## config.mk

```make
export PLATFORM = sky130hd
export DESIGN_NAME = ym2149_bus_responder
export DESIGN_NICKNAME = d
export VERILOG_FILES = /design/src/rtl/ym_pkg.sv /design/src/rtl/ym_bus_sync.sv /design/src/rtl/ym2149_bus_responder.sv
export SDC_FILE = /design/constraint.sdc
export NUM_CORES = 1
export LEC_CHECK = 0
export CORE_ASPECT_RATIO = 0.6
export CORE_UTILIZATION = 50
export DETAILED_ROUTE_END_ITERATION = 16
export PLACE_DENSITY = 0.65
export RECOVER_POWER = 25
export SLEW_MARGIN = 25
export SYNTH_ARGS = -nofsm -noshare
export SYNTH_HDL_FRONTEND = slang
export SYNTH_SLANG_ARGS = --single-unit
export TNS_END_PERCENT = 5
```

## constraint.sdc

```tcl
create_clock -name cpu_clock -period 12.2 [get_ports cpu_clock]
set_input_delay 1.22 -clock cpu_clock [delete_from_list [all_inputs] [get_ports cpu_clock]]
set_output_delay 1.22 -clock cpu_clock [all_outputs]
set_load 0.02 [all_outputs]
```

## src/rtl/ym_pkg.sv

```systemverilog
// Shared types and constants for the YM2149 bus responder: bus modes,
// named register indices and the per-register implemented-bit masks.
package ym_pkg;

    typedef enum logic [1:0] {
        MODE_INACTIVE = 2'b00,
        MODE_READ     = 2'b01,
        MODE_WRITE    = 2'b10,
        MODE_LATCH    = 2'b11
    } ym_mode_e;

    localparam logic [3:0] R_MIXER     = 4'd7;
    localparam logic [3:0] R_ENV_SHAPE = 4'd13;

    // Bits a real PSG implements per register; unimplemented bits read as 0.
    localparam logic [7:0] MASK [16] = '{
        8'hFF, 8'h0F, 8'hFF, 8'h0F, 8'hFF, 8'h0F, 8'h1F, 8'hFF,
        8'h1F, 8'h1F, 8'h1F, 8'hFF, 8'hFF, 8'h0F, 8'hFF, 8'hFF
    };

    // WRITE and LATCH capture data and commit on exit.
    function automatic logic is_hold_mode(input ym_mode_e m);
        return (m == MODE_WRITE) || (m == MODE_LATCH);
    endfunction

endpackage

```

## src/rtl/ym_bus_sync.sv

```systemverilog
// Synchronises the asynchronous PSG bus pins and qualifies the bus mode:
// the mode only moves once two consecutive synchronised samples agree.
module ym_bus_sync
    import ym_pkg::*;
#(
    parameter int SYNC_STAGES = 2
) (
    input  logic       clk_i,
    input  logic       rst_i,
    input  logic       cs_i,
    input  logic       bdir_i,
    input  logic       bc1_i,
    input  logic [7:0] da_i,
    output ym_mode_e   q_o,
    output ym_mode_e   q_next_o,
    output ym_mode_e   mode_cmp_o,
    output logic [7:0] data_cmp_o
);

    localparam int W = 11;

    logic [SYNC_STAGES*W-1:0] sync_q;
    logic [W-1:0]             cmp_q;
    logic [W-1:0]             sync_tail;
    ym_mode_e                 mode_sync;
    ym_mode_e                 mode_cmp;
    ym_mode_e                 q_q;
    ym_mode_e                 q_d;

    // A deselected chip sees the bus as idle regardless of bdir/bc1.
    function automatic ym_mode_e decode(input logic [W-1:0] v);
        return v[10] ? ym_mode_e'(v[9:8]) : MODE_INACTIVE;
    endfunction

    assign sync_tail = sync_q[SYNC_STAGES*W-1 -: W];
    assign mode_sync = decode(sync_tail);
    assign mode_cmp  = decode(cmp_q);

    always_comb begin
        q_d = q_q;
        if (mode_sync == mode_cmp) begin
            q_d = mode_sync;
        end
    end

    always_ff @(posedge clk_i or posedge rst_i) begin
        if (rst_i) begin
            sync_q <= '0;
            cmp_q  <= '0;
            q_q    <= MODE_INACTIVE;
        end else begin
            sync_q <= {sync_q[(SYNC_STAGES-1)*W-1:0], cs_i, bdir_i, bc1_i, da_i};
            cmp_q  <= sync_tail;
            q_q    <= q_d;
        end
    end

    assign q_o        = q_q;
    assign q_next_o   = q_d;
    assign mode_cmp_o = mode_cmp;
    assign data_cmp_o = cmp_q[7:0];

endmodule

```

## src/rtl/ym2149_bus_responder.sv

```systemverilog
// Chip-side BDIR/BC1/DA responder for one PSG: address latch, masked
// register file, bus read-back, generator read port and envelope restart.
module ym2149_bus_responder
    import ym_pkg::*;
#(
    parameter int CHIP_ID     = 0,
    parameter int SYNC_STAGES = 2
) (
    input  logic       cpu_clock,
    input  logic       reset,
    input  logic       cs,
    input  logic       bdir,
    input  logic       bc1,
    input  logic [7:0] da_in,
    output logic [7:0] da_out,
    output logic       da_oe,
    input  logic [3:0] rd_addr,
    output logic [7:0] rd_data,
    output logic       env_restart,
    output logic [3:0] addr_q
);

    localparam logic [3:0] CHIP_NIB = 4'(CHIP_ID);

    ym_mode_e   q;
    ym_mode_e   q_next;
    ym_mode_e   mode_cmp;
    logic [7:0] data_cmp;

    logic [7:0] dh_q, dh_d;
    logic [3:0] addr_d;
    logic       sel_valid_q, sel_valid_d;
    logic       commit_wr;
    logic [7:0] regs_q [16];
    logic [7:0] rd_data_q;
    logic       env_q;

    ym_bus_sync #(
        .SYNC_STAGES(SYNC_STAGES)
    ) u_sync (
        .clk_i      (cpu_clock),
        .rst_i      (reset),
        .cs_i       (cs),
        .bdir_i     (bdir),
        .bc1_i      (bc1),
        .da_i       (da_in),
        .q_o        (q),
        .q_next_o   (q_next),
        .mode_cmp_o (mode_cmp),
        .data_cmp_o (data_cmp)
    );

    // Commits act on the value held in dh, so a mode change never picks up
    // data that arrived together with the new mode.
    always_comb begin
        dh_d        = dh_q;
        addr_d      = addr_q;
        sel_valid_d = sel_valid_q;
        commit_wr   = 1'b0;
        if (mode_cmp == q && is_hold_mode(q)) begin
            dh_d = data_cmp;
        end
        if (q == MODE_LATCH && q_next != MODE_LATCH) begin
            if (dh_q[7:4] == 4'h0) begin
                addr_d      = dh_q[3:0];
                sel_valid_d = 1'b1;
            end else begin
                sel_valid_d = 1'b0;
            end
        end
        if (q == MODE_WRITE && q_next != MODE_WRITE && sel_valid_q) begin
            commit_wr = 1'b1;
        end
    end

    always_ff @(posedge cpu_clock or posedge reset) begin
        if (reset) begin
            dh_q        <= 8'h00;
            addr_q      <= 4'h0;
            sel_valid_q <= 1'b1;
            rd_data_q   <= 8'h00;
            env_q       <= 1'b0;
        end else begin
            dh_q        <= dh_d;
            addr_q      <= addr_d;
            sel_valid_q <= sel_valid_d;
            rd_data_q   <= regs_q[rd_addr];
            env_q       <= commit_wr && (addr_q == R_ENV_SHAPE);
        end
    end

    for (genvar gi = 0; gi < 16; gi++) begin : g_reg
        always_ff @(posedge cpu_clock or posedge reset) begin
            if (reset) begin
                regs_q[gi] <= 8'h00;
            end else if (commit_wr && addr_q == 4'(gi)) begin
                regs_q[gi] <= dh_q & MASK[gi];
            end
        end
    end

    assign da_oe = (q == MODE_READ);

    always_comb begin
        da_out = 8'h00;
        if (q == MODE_READ) begin
            da_out = sel_valid_q ? regs_q[addr_q] : {CHIP_NIB, 4'hF};
        end
    end

    assign rd_data     = rd_data_q;
    assign env_restart = env_q;

endmodule
```

==> Yosys cells after proc, flatten, opt, wreduce, memory -nomap -nowiden <==
Cells that the tools add are included.
{ "op_classes": {"n_bitwise": 2, "reduce_logical": 24, "n_lt_le_gt_ge": 2, "mux": 13, "eq_ne": 22} }
{ "ops": {"columns": ["operator", "count"], "rows": [
  ["binary-select mux 8 bit (select 4 bit)", 2],
  ["two-way mux 8 bit", 6],
  ["equality test 4 bit, second input constant", 8],
  ["logical AND 1 bit", 20],
  ["equality test 4 x 3 -> 1 bit, second input constant", 4],
  ["greater-or-equal comparator 5 bit, second input constant", 2],
  ["inverter 4 -> 5 bit", 2],
  ["equality test 4 x 2 -> 1 bit, second input constant", 2],
  ["zero test 4 bit", 2],
  ["two-way mux 2 bit", 3],
  ["equality test 2 bit", 2],
  ["equality test 2 bit, second input constant", 2],
  ["equality test 4 x 1 -> 1 bit, second input constant", 1],
  ["!= test 2 bit, second input constant", 2],
  ["equality test 2 x 1 -> 1 bit, second input constant", 1],
  ["two-way mux 1 bit", 2],
  ["AND reduction 2 bit", 1],
  ["logical OR 1 bit", 1]
]} }
{ "totals": {"regBits": 157} }

==> Depth between registers and ports, before layout <==
Gate-level depths: netlist (run 1).
{ "depth": {"depth_word": 8, "ltp_mapped": 7, "ltp_nobuf": 5} }

==> By module <==
Synthesis (run 1) repeated with hierarchy kept, for this count alone.
{ "hier_totals": {"hier_cells": 551, "hier_area_um2": 7574.8} }
{ "modules_own_cells": {"columns": ["mod", "n_inst", "cells_per_inst", "area_per_inst_um2"], "rows": [
  ["ym2149_bus_responder", 1, 484, 6512.5],
  ["ym_bus_sync", 1, 67, 1062.3]
]} }

==> Least setup slack after synthesis (run 1) <==
No wires, ideal clock.
{ "synth_path": {"path_kind": "reg2out", "from": "register addr_q[3]", "to": "output da_out[6]", "arrival_ps": 2034, "path_slack_ps": 8946, "path_buffers": 3, "stages_incl_launch_ff": 6, "cell_sequence": "dfrtp_1 > clkbuf_1 > buf_1 > clkbuf_1 > a31oi_1 > a221oi_1"} }
{ "synth_between": {"elab_chain_len": 6} }
{ "synth_rtl": {"columns": ["element", "line_no", "rtl"], "rows": [
  ["start, declared", "ym2149_bus_responder.sv:20", "output logic [3:0] addr_q"],
  ["start signal, assigned", "ym2149_bus_responder.sv:85", "addr_q <= addr_d;"],
  ["inverter 4 -> 5 bit (not written as such)", "ym2149_bus_responder.sv:107", "da_out = sel_valid_q ? regs_q[addr_q] : {CHIP_NIB, 4'hF};"],
  ["binary-select mux 8 bit (select 4 bit)", "ym2149_bus_responder.sv:107", null],
  ["two-way mux 8 bit (not written as such) (2 in series)", "ym2149_bus_responder.sv:107", null],
  ["two-way mux 8 bit", "ym2149_bus_responder.sv:107", null],
  ["two-way mux 8 bit", "ym2149_bus_responder.sv:106", "if (q == MODE_READ) begin"],
  ["end, declared", "ym2149_bus_responder.sv:15", "output logic [7:0] da_out,"]
]} }
Every way passes these cells. The select of a mux whose other input is x is not followed.

==> Worst setup path in the final report (run 1) <==
{ "layout_path": {"from": "register addr_q[2]", "to": "output da_out[6]"} }
The elaborated chain is that of the path after synthesis.

==> results.yml, run 1 <==
yosys:
  netlist_instances: 525
  synth_fp_nets: 542
  synth_area_leaders: "sky130_fd_sc_hd__dfrtp_1 53%, sky130_fd_sc_hd__mux2_2 18%, sky130_fd_sc_hd__mux4_2 9.4%, sky130_fd_sc_hd__mux2i_1 2.4%, sky130_fd_sc_hd__mux2_4 1.6%"
  yosysWarnings: 0
  synth_edf_count: 0
  synth_seq_cells: 157
  ys_types: 50
  yosysTopAreaCell: "sky130_fd_sc_hd__dfrtp_1"
  synthesis.area_mm2: 0.00739
  synth_largest_type_area_fraction: 0.528
  synth_seq_area_share: 0.531
  avgSynthCellArea_um2: 14.1
  ys_dominant_reg_cell: "sky130_fd_sc_hd__dfrtp_1"
  async_reset_ff_frac: 1.00
cells_and_area:
  area.growth.synth_to_final_pct: 15.2
  final_cell_count_no_fill: 761
  finalNetCount: 567
  most-common-layout-cells: "155 x sky130_fd_sc_hd__dfrtp_1, 116 x sky130_fd_sc_hd__mux2_2, 31 x sky130_fd_sc_hd__mux4_2"
  post_route_cells_drive_above_1_share: 0.369
  insertedDiodeCount: 0
  layout_commonest_cell: "sky130_fd_sc_hd__dfrtp_1"
setup_path:
  worstSetupPathType: "flip-flop to primary output"
  rrSetupSlack_ps: 9220
  setup.worst_path.start_class: "flip-flop"
  timing.critical_path.fanout_max: 28
  critical_path_required_ps: 10980
  critical_path.reg2reg.endpoint: "regs_q[1]"
  critical_path.reg2reg.startpoint: "addr_q[3]"
  timing.critical_path.arrival_ps: 3220
  setup.worst_path.end: "da_out[6]"
  critPathLaunch: "addr_q[2]"
  cp-end-kind: "primary output"
  worstRegToRegCells: 3
cts:
  clockBufferDepth: 2
  cts_hold_buf: 0
  cts.sink_count: 157
  ctsResizeCount: 0
  cts_root_buffer: "sky130_fd_sc_hd__clkbuf_16"
  numCtsBuffers: 17
  post-cts-setup-buffer-count: 0
  worst_path_clk_slew_ps: 60
  clk_latency_ps: 420
  htree_levels: 4
  cts_tree: "yes"
power_and_ir_drop:
  ir_worst_vdd_v: 0.0000812
  cellPowerDensity_mw_per_mm2: 133
  power_leakage_nw: 3.74
outcome:
  outcome: "finished with violations"
  failing_checks: "capacitance limit, slew limit"
placement:
  post-place-cells: 729
  place_congestion: 0.866
  dp_hpwl_um: 11600
  portBuffers: 38
floorplan:
  floorplan.rows: 34
  floorplan.die.width_um: 159
  start_util: 0.511
  fp.dieArea_mm2: 0.0153
  die_y_um: 96.2
  io-pin-count: 39
  core_mm2: 0.0145
sta:
  final_min_period_over_clock_period: 0.364
  max_slew_margin: -1.16
  period_minus_slack_ps: 4440
  final-setup-viol-count: 0
  post_route_skew_ps: 10.8
  final_hold_vios: 0
  worst-slew-pin-transition_ps: 3220
  slew_violations: 78
  rsz0062_at_grt: "false"
  maxClockFrequency_mhz: 225
  fin_tns_setup_ps: 0
global_routing:
  grt_first_pass_wirelength_um: 28100
  grt_util_all_layers: 0.251
  global_route.overflow_total: 0
  grt_antenna_before_repair: 0
  first_global_vias: 4760
  grt_start_max_net_pins: 82
hold_path:
  min_path_type: "flip-flop to flip-flop"
routing:
  route.detailed.drc: 0
  drt-vias-per-instance: 6.21
  wl_per_cell_um: 23.4
  dr.pass1.iters: 5
  detailroute.via_count: 4726
  wl_um: 17800
  detail-route-antenna-nets: 0
  drt_iter0_markers: 530
run:
  timing.max_cap.violations: 1
[worst max-delay path: stages, from the launching register on]
cell                              delay, ps
sky130_fd_sc_hd__dfrtp_1                930
sky130_fd_sc_hd__nor2b_1                520
sky130_fd_sc_hd__a22o_1                 240
sky130_fd_sc_hd__nand2_1                 60
sky130_fd_sc_hd__a221oi_1               380
sky130_fd_sc_hd__clkdlybuf4s50_1        670
[worst min-delay path by stage]
stage / from / endpoint / slack, ps / cells past startpoint
6_report: u_sync.sync_q[1] / u_sync.sync_q[12] / 350 / 0
5_1_grt: u_sync.sync_q[4] / u_sync.sync_q[15] / 360 / 0
4_1_cts: u_sync.sync_q[1] / u_sync.sync_q[12] / 350 / 0
3_5_place_dp: u_sync.sync_q[0] / u_sync.sync_q[11] / 330 / 0
3_3_place_gp: u_sync.sync_q[7] / u_sync.sync_q[18] / 330 / 0
2_1_floorplan: u_sync.sync_q[11] / u_sync.cmp_q[0] / 330 / 0
[state kept, by name, summed over array words and instances, names as in the netlist]
name and count:
sel_valid_q 1, u_sync.sync_q 22, env_restart 1, addr_q 4, u_sync.q_o 2, u_sync.cmp_q 11, rd_data 8, dh_q 8
regs_q 100
[cells in the mapped netlist, drive strengths merged (2+ instances only)]
library cell / count
mux2i: 18
o221ai: 5
a31oi: 6
nor2: 8
nand2: 16
nor2b: 10
xor2: 3
and2: 2
nand3b: 3
dfrtp: 156
a22oi: 7
mux2: 124
or3: 3
nor4bb: 2
or3b: 3
a41oi: 2
a22o: 4
o21ai: 10
nand4: 2
inv: 3
mux4: 31
and4: 2
nand3: 16
o22ai: 3
a21oi: 10
clkbuf: 20
buf: 18
a221oi: 2
nand2b: 2
nor3: 14
a211oi: 6
[logic make-up (layout without fill, tap and decap cells)]
group / Yosys count / in the layout / share of synthesized area
muxes: 173 / 173 / 0.312
DFF: 157 / 157 / 0.531
and+or+nand+nor: 87 / 87 / 0.0694
AOI/OAI and AO/OA: 64 / 64 / 0.0606
buffers and inverters: 41 / 79 / 0.0233
xor gates and xnor gates: 3 / 3 / 0.00355
[metal layers]
layer  part of all wire  track usage
met5                  0            0
met4              0.017       0.0841
met3              0.075       0.0681
met2               0.43        0.364
met1               0.48        0.366
[where the power goes]
group / switching, mW / total (mW) / internal (mW)
Sequential: 0.0257 / 0.558 / 0.532
Combinational: 0.0319 / 0.0540 / 0.0222
Clock: 0.231 / 0.520 / 0.289
[final cells by class]
type / count / area [um2]
fill: 1146 / 5950
multi-input combinational: 327 / 3310
clock inverter: 14 / 149
clock buffer: 18 / 429
timing repair buffer: 44 / 429
sequential: 157 / 3930
inverter: 3 / 12.5
tap: 198 / 248
[through the flow]
stage	util	instance area [um2]	hold slack (ps)	total power, mW	setup slack [ps]
floorplan	-	7390	331	0.593	6750
global placement	0.547	7910	331	0.619	8360
detailed placement	0.547	7920	335	0.622	8240
CTS	0.587	8500	350	1.14	7760
global route	0.589	8520	358	1.17	7530
finish	0.589	8520	348	1.13	7760
No activity file was read; power rests on OpenSTA's default activity.
==> inputs of run 2 (changes only) <==
--- a/config.mk
+++ b/config.mk
@@ -8,7 +8,7 @@
 export CORE_ASPECT_RATIO = 0.6
 export CORE_UTILIZATION = 50
 export DETAILED_ROUTE_END_ITERATION = 16
-export PLACE_DENSITY = 0.65
+export PLACE_DENSITY = 0.68
 export RECOVER_POWER = 25
 export SLEW_MARGIN = 25
 export SYNTH_ARGS = -nofsm -noshare
==> constraint.sdc (replaced) <==
create_clock -name cpu_clock -period 3.8 [get_ports cpu_clock]
set_input_delay 0.38 -clock cpu_clock [delete_from_list [all_inputs] [get_ports cpu_clock]]
set_output_delay 0.38 -clock cpu_clock [all_outputs]
set_load 0.02 [all_outputs]
==> results.yml, run 2 (synthesis gave the netlist of run 1 again) <==
routing:
  wl_um: 18300
  wl_per_cell_um: 23.6
  route.detailed.drc: 0
  detailroute.via_count: 4796
  dr.pass1.iters: 5
  drt_iter0_markers: 418
  detail-route-antenna-nets: 0
  drt-vias-per-instance: 6.20
cts:
  cts_root_buffer: "sky130_fd_sc_hd__clkbuf_16"
  cts_hold_buf: 0
  htree_levels: 4
  worst_path_clk_slew_ps: 70
  ctsResizeCount: 0
  post-cts-setup-buffer-count: 0
  cts.sink_count: 157
  cts_tree: "yes"
  numCtsBuffers: 17
  clk_latency_ps: 430
  clockBufferDepth: 2
setup_path:
  critical_path.reg2reg.endpoint: "regs_q[2]"
  timing.critical_path.arrival_ps: 2910
  critical_path.reg2reg.startpoint: "addr_q[0]"
  setup.worst_path.start_class: "flip-flop"
  cp-end-kind: "primary output"
  critical_path_required_ps: 3420
  rrSetupSlack_ps: 1060
  timing.critical_path.fanout_max: 18
  worstSetupPathType: "flip-flop to primary output"
  worstRegToRegCells: 3
floorplan:
  die_y_um: 96.2
  fp.dieArea_mm2: 0.0153
  floorplan.rows: 34
  io-pin-count: 39
  core_mm2: 0.0145
  start_util: 0.511
  floorplan.die.width_um: 159
placement:
  place_congestion: 0.885
  dp_hpwl_um: 12200
  portBuffers: 38
  placed_cell_area_mm2: 0.00801
  post-place-cells: 741
sta:
  slew_violations: 158
  final_hold_vios: 0
  max_slew_margin: -0.421
  final.hold.worst_slack_ps: 348
  rsz0062_at_grt: "false"
  final-setup-viol-count: 0
  post_route_skew_ps: 11.7
  worst-slew-pin-transition_ps: 2130
  maxClockFrequency_mhz: 304
  period_minus_slack_ps: 3290
  fin_tns_setup_ps: 0
  final_min_period_over_clock_period: 0.866
cells_and_area:
  most-common-layout-cells: "154 x sky130_fd_sc_hd__dfrtp_1, 116 x sky130_fd_sc_hd__mux2_2, 31 x sky130_fd_sc_hd__mux4_2"
  layout_commonest_cell: "sky130_fd_sc_hd__dfrtp_1"
  final_area_mm2: 0.00860
  post_route_cells_drive_above_1_share: 0.381
  area.growth.synth_to_final_pct: 16.3
  finalNetCount: 579
  insertedDiodeCount: 0
  largest_register_ffs: 100
  final_cell_count_no_fill: 773
  largest_registers: "regs_q: 100 flops, u_sync.sync_q: 22 flops, u_sync.cmp_q: 11 flops"
  max_flop_register: "regs_q"
global_routing:
  grt_first_pass_wirelength_um: 29100
  first_global_vias: 4732
  grt_util_all_layers: 0.259
  grt_start_max_net_pins: 158
  grt_antenna_before_repair: 0
  global_route.overflow_total: 0
outcome:
  failing_checks: "capacitance limit, slew limit"
  outcome: "finished with violations"
hold_path:
  timing.hold.worst_path_depth: 0
  holdCritStartpoint: "u_sync.sync_q[4]"
  min_path_type: "flip-flop to flip-flop"
  timing.hold.worst_endpoint: "u_sync.sync_q[15]"
power_and_ir_drop:
  cellPowerDensity_mw_per_mm2: 429
  totalPowerFinal_mw: 3.69
  power_leakage_nw: 3.80
  ir_worst_vdd_v: 0.000255
run:
  timing.max_cap.violations: 1
run 2: worst max-delay path by stage:
stage | start | end | slack, ps
after floorplan | addr_q[3] | da_out[6] | 1390
after global placement | addr_q[1] | regs_q[2] | 840
after detailed placement | addr_q[1] | regs_q[68] | 840
after CTS | addr_q[1] | da_out[1] | 400
after global routing | addr_q[3] | da_out[4] | 380
final | addr_q[3] | da_out[4] | 510
run 2: area by class of cell:
type                            count  area, um2
Timing Repair Buffer               56        515
Multi-Input combinational cell    327       3290
Fill cell                        1127       5860
Inverter                            3       15.0
Clock inverter                     14        168
Clock buffer                       18        429
Sequential cell                   157       3930
Tap cell                          198        248
run 2: layer usage:
| metal | vias to the layer above | GRT usage | wire [um] |
|---|---|---|---|
| met4 | 0 | 0.0569 | 133 |
| li1 | 2077 | - | - |
| met1 | 2504 | 0.394 | 9020 |
| met5 | - | 0 | 0 |
| met2 | 201 | 0.364 | 7640 |
| met3 | 14 | 0.0707 | 1490 |
run 2: metrics by stage:
step / util / worst slack (ps)
after floorplan: - / 1390
after CTS: 0.595 / 401
after detailed placement: 0.554 / 839
after global routing: 0.595 / 380
after global placement: 0.554 / 842
final: 0.595 / 510
run 2: power by group:
part | switching [mW] | total, mW | internal (mW)
Combinational | 0.104 | 0.176 | 0.0726
Sequential | 0.0835 | 1.79 | 1.71
Clock | 0.776 | 1.72 | 0.943
run 2: worst max-delay path, cell delays in order (launching register included):
cell,delay [ps]
sky130_fd_sc_hd__dfrtp_1,570
sky130_fd_sc_hd__buf_4,310
sky130_fd_sc_hd__or3b_2,460
sky130_fd_sc_hd__a21oi_1,190
sky130_fd_sc_hd__o21bai_1,100
sky130_fd_sc_hd__a31oi_1,220
sky130_fd_sc_hd__clkdlybuf4s50_1,640
==> inputs of run 3 (changes only) <==
--- a/config.mk
+++ b/config.mk
@@ -8,6 +8,7 @@
 export CORE_ASPECT_RATIO = 0.6
 export CORE_UTILIZATION = 50
 export DETAILED_ROUTE_END_ITERATION = 16
+export GPL_TIMING_DRIVEN = 1
 export PLACE_DENSITY = 0.68
 export RECOVER_POWER = 25
 export SLEW_MARGIN = 25
==> results of run 3 <==
The final DEF is identical to that of run 2; final timing and power are the same.
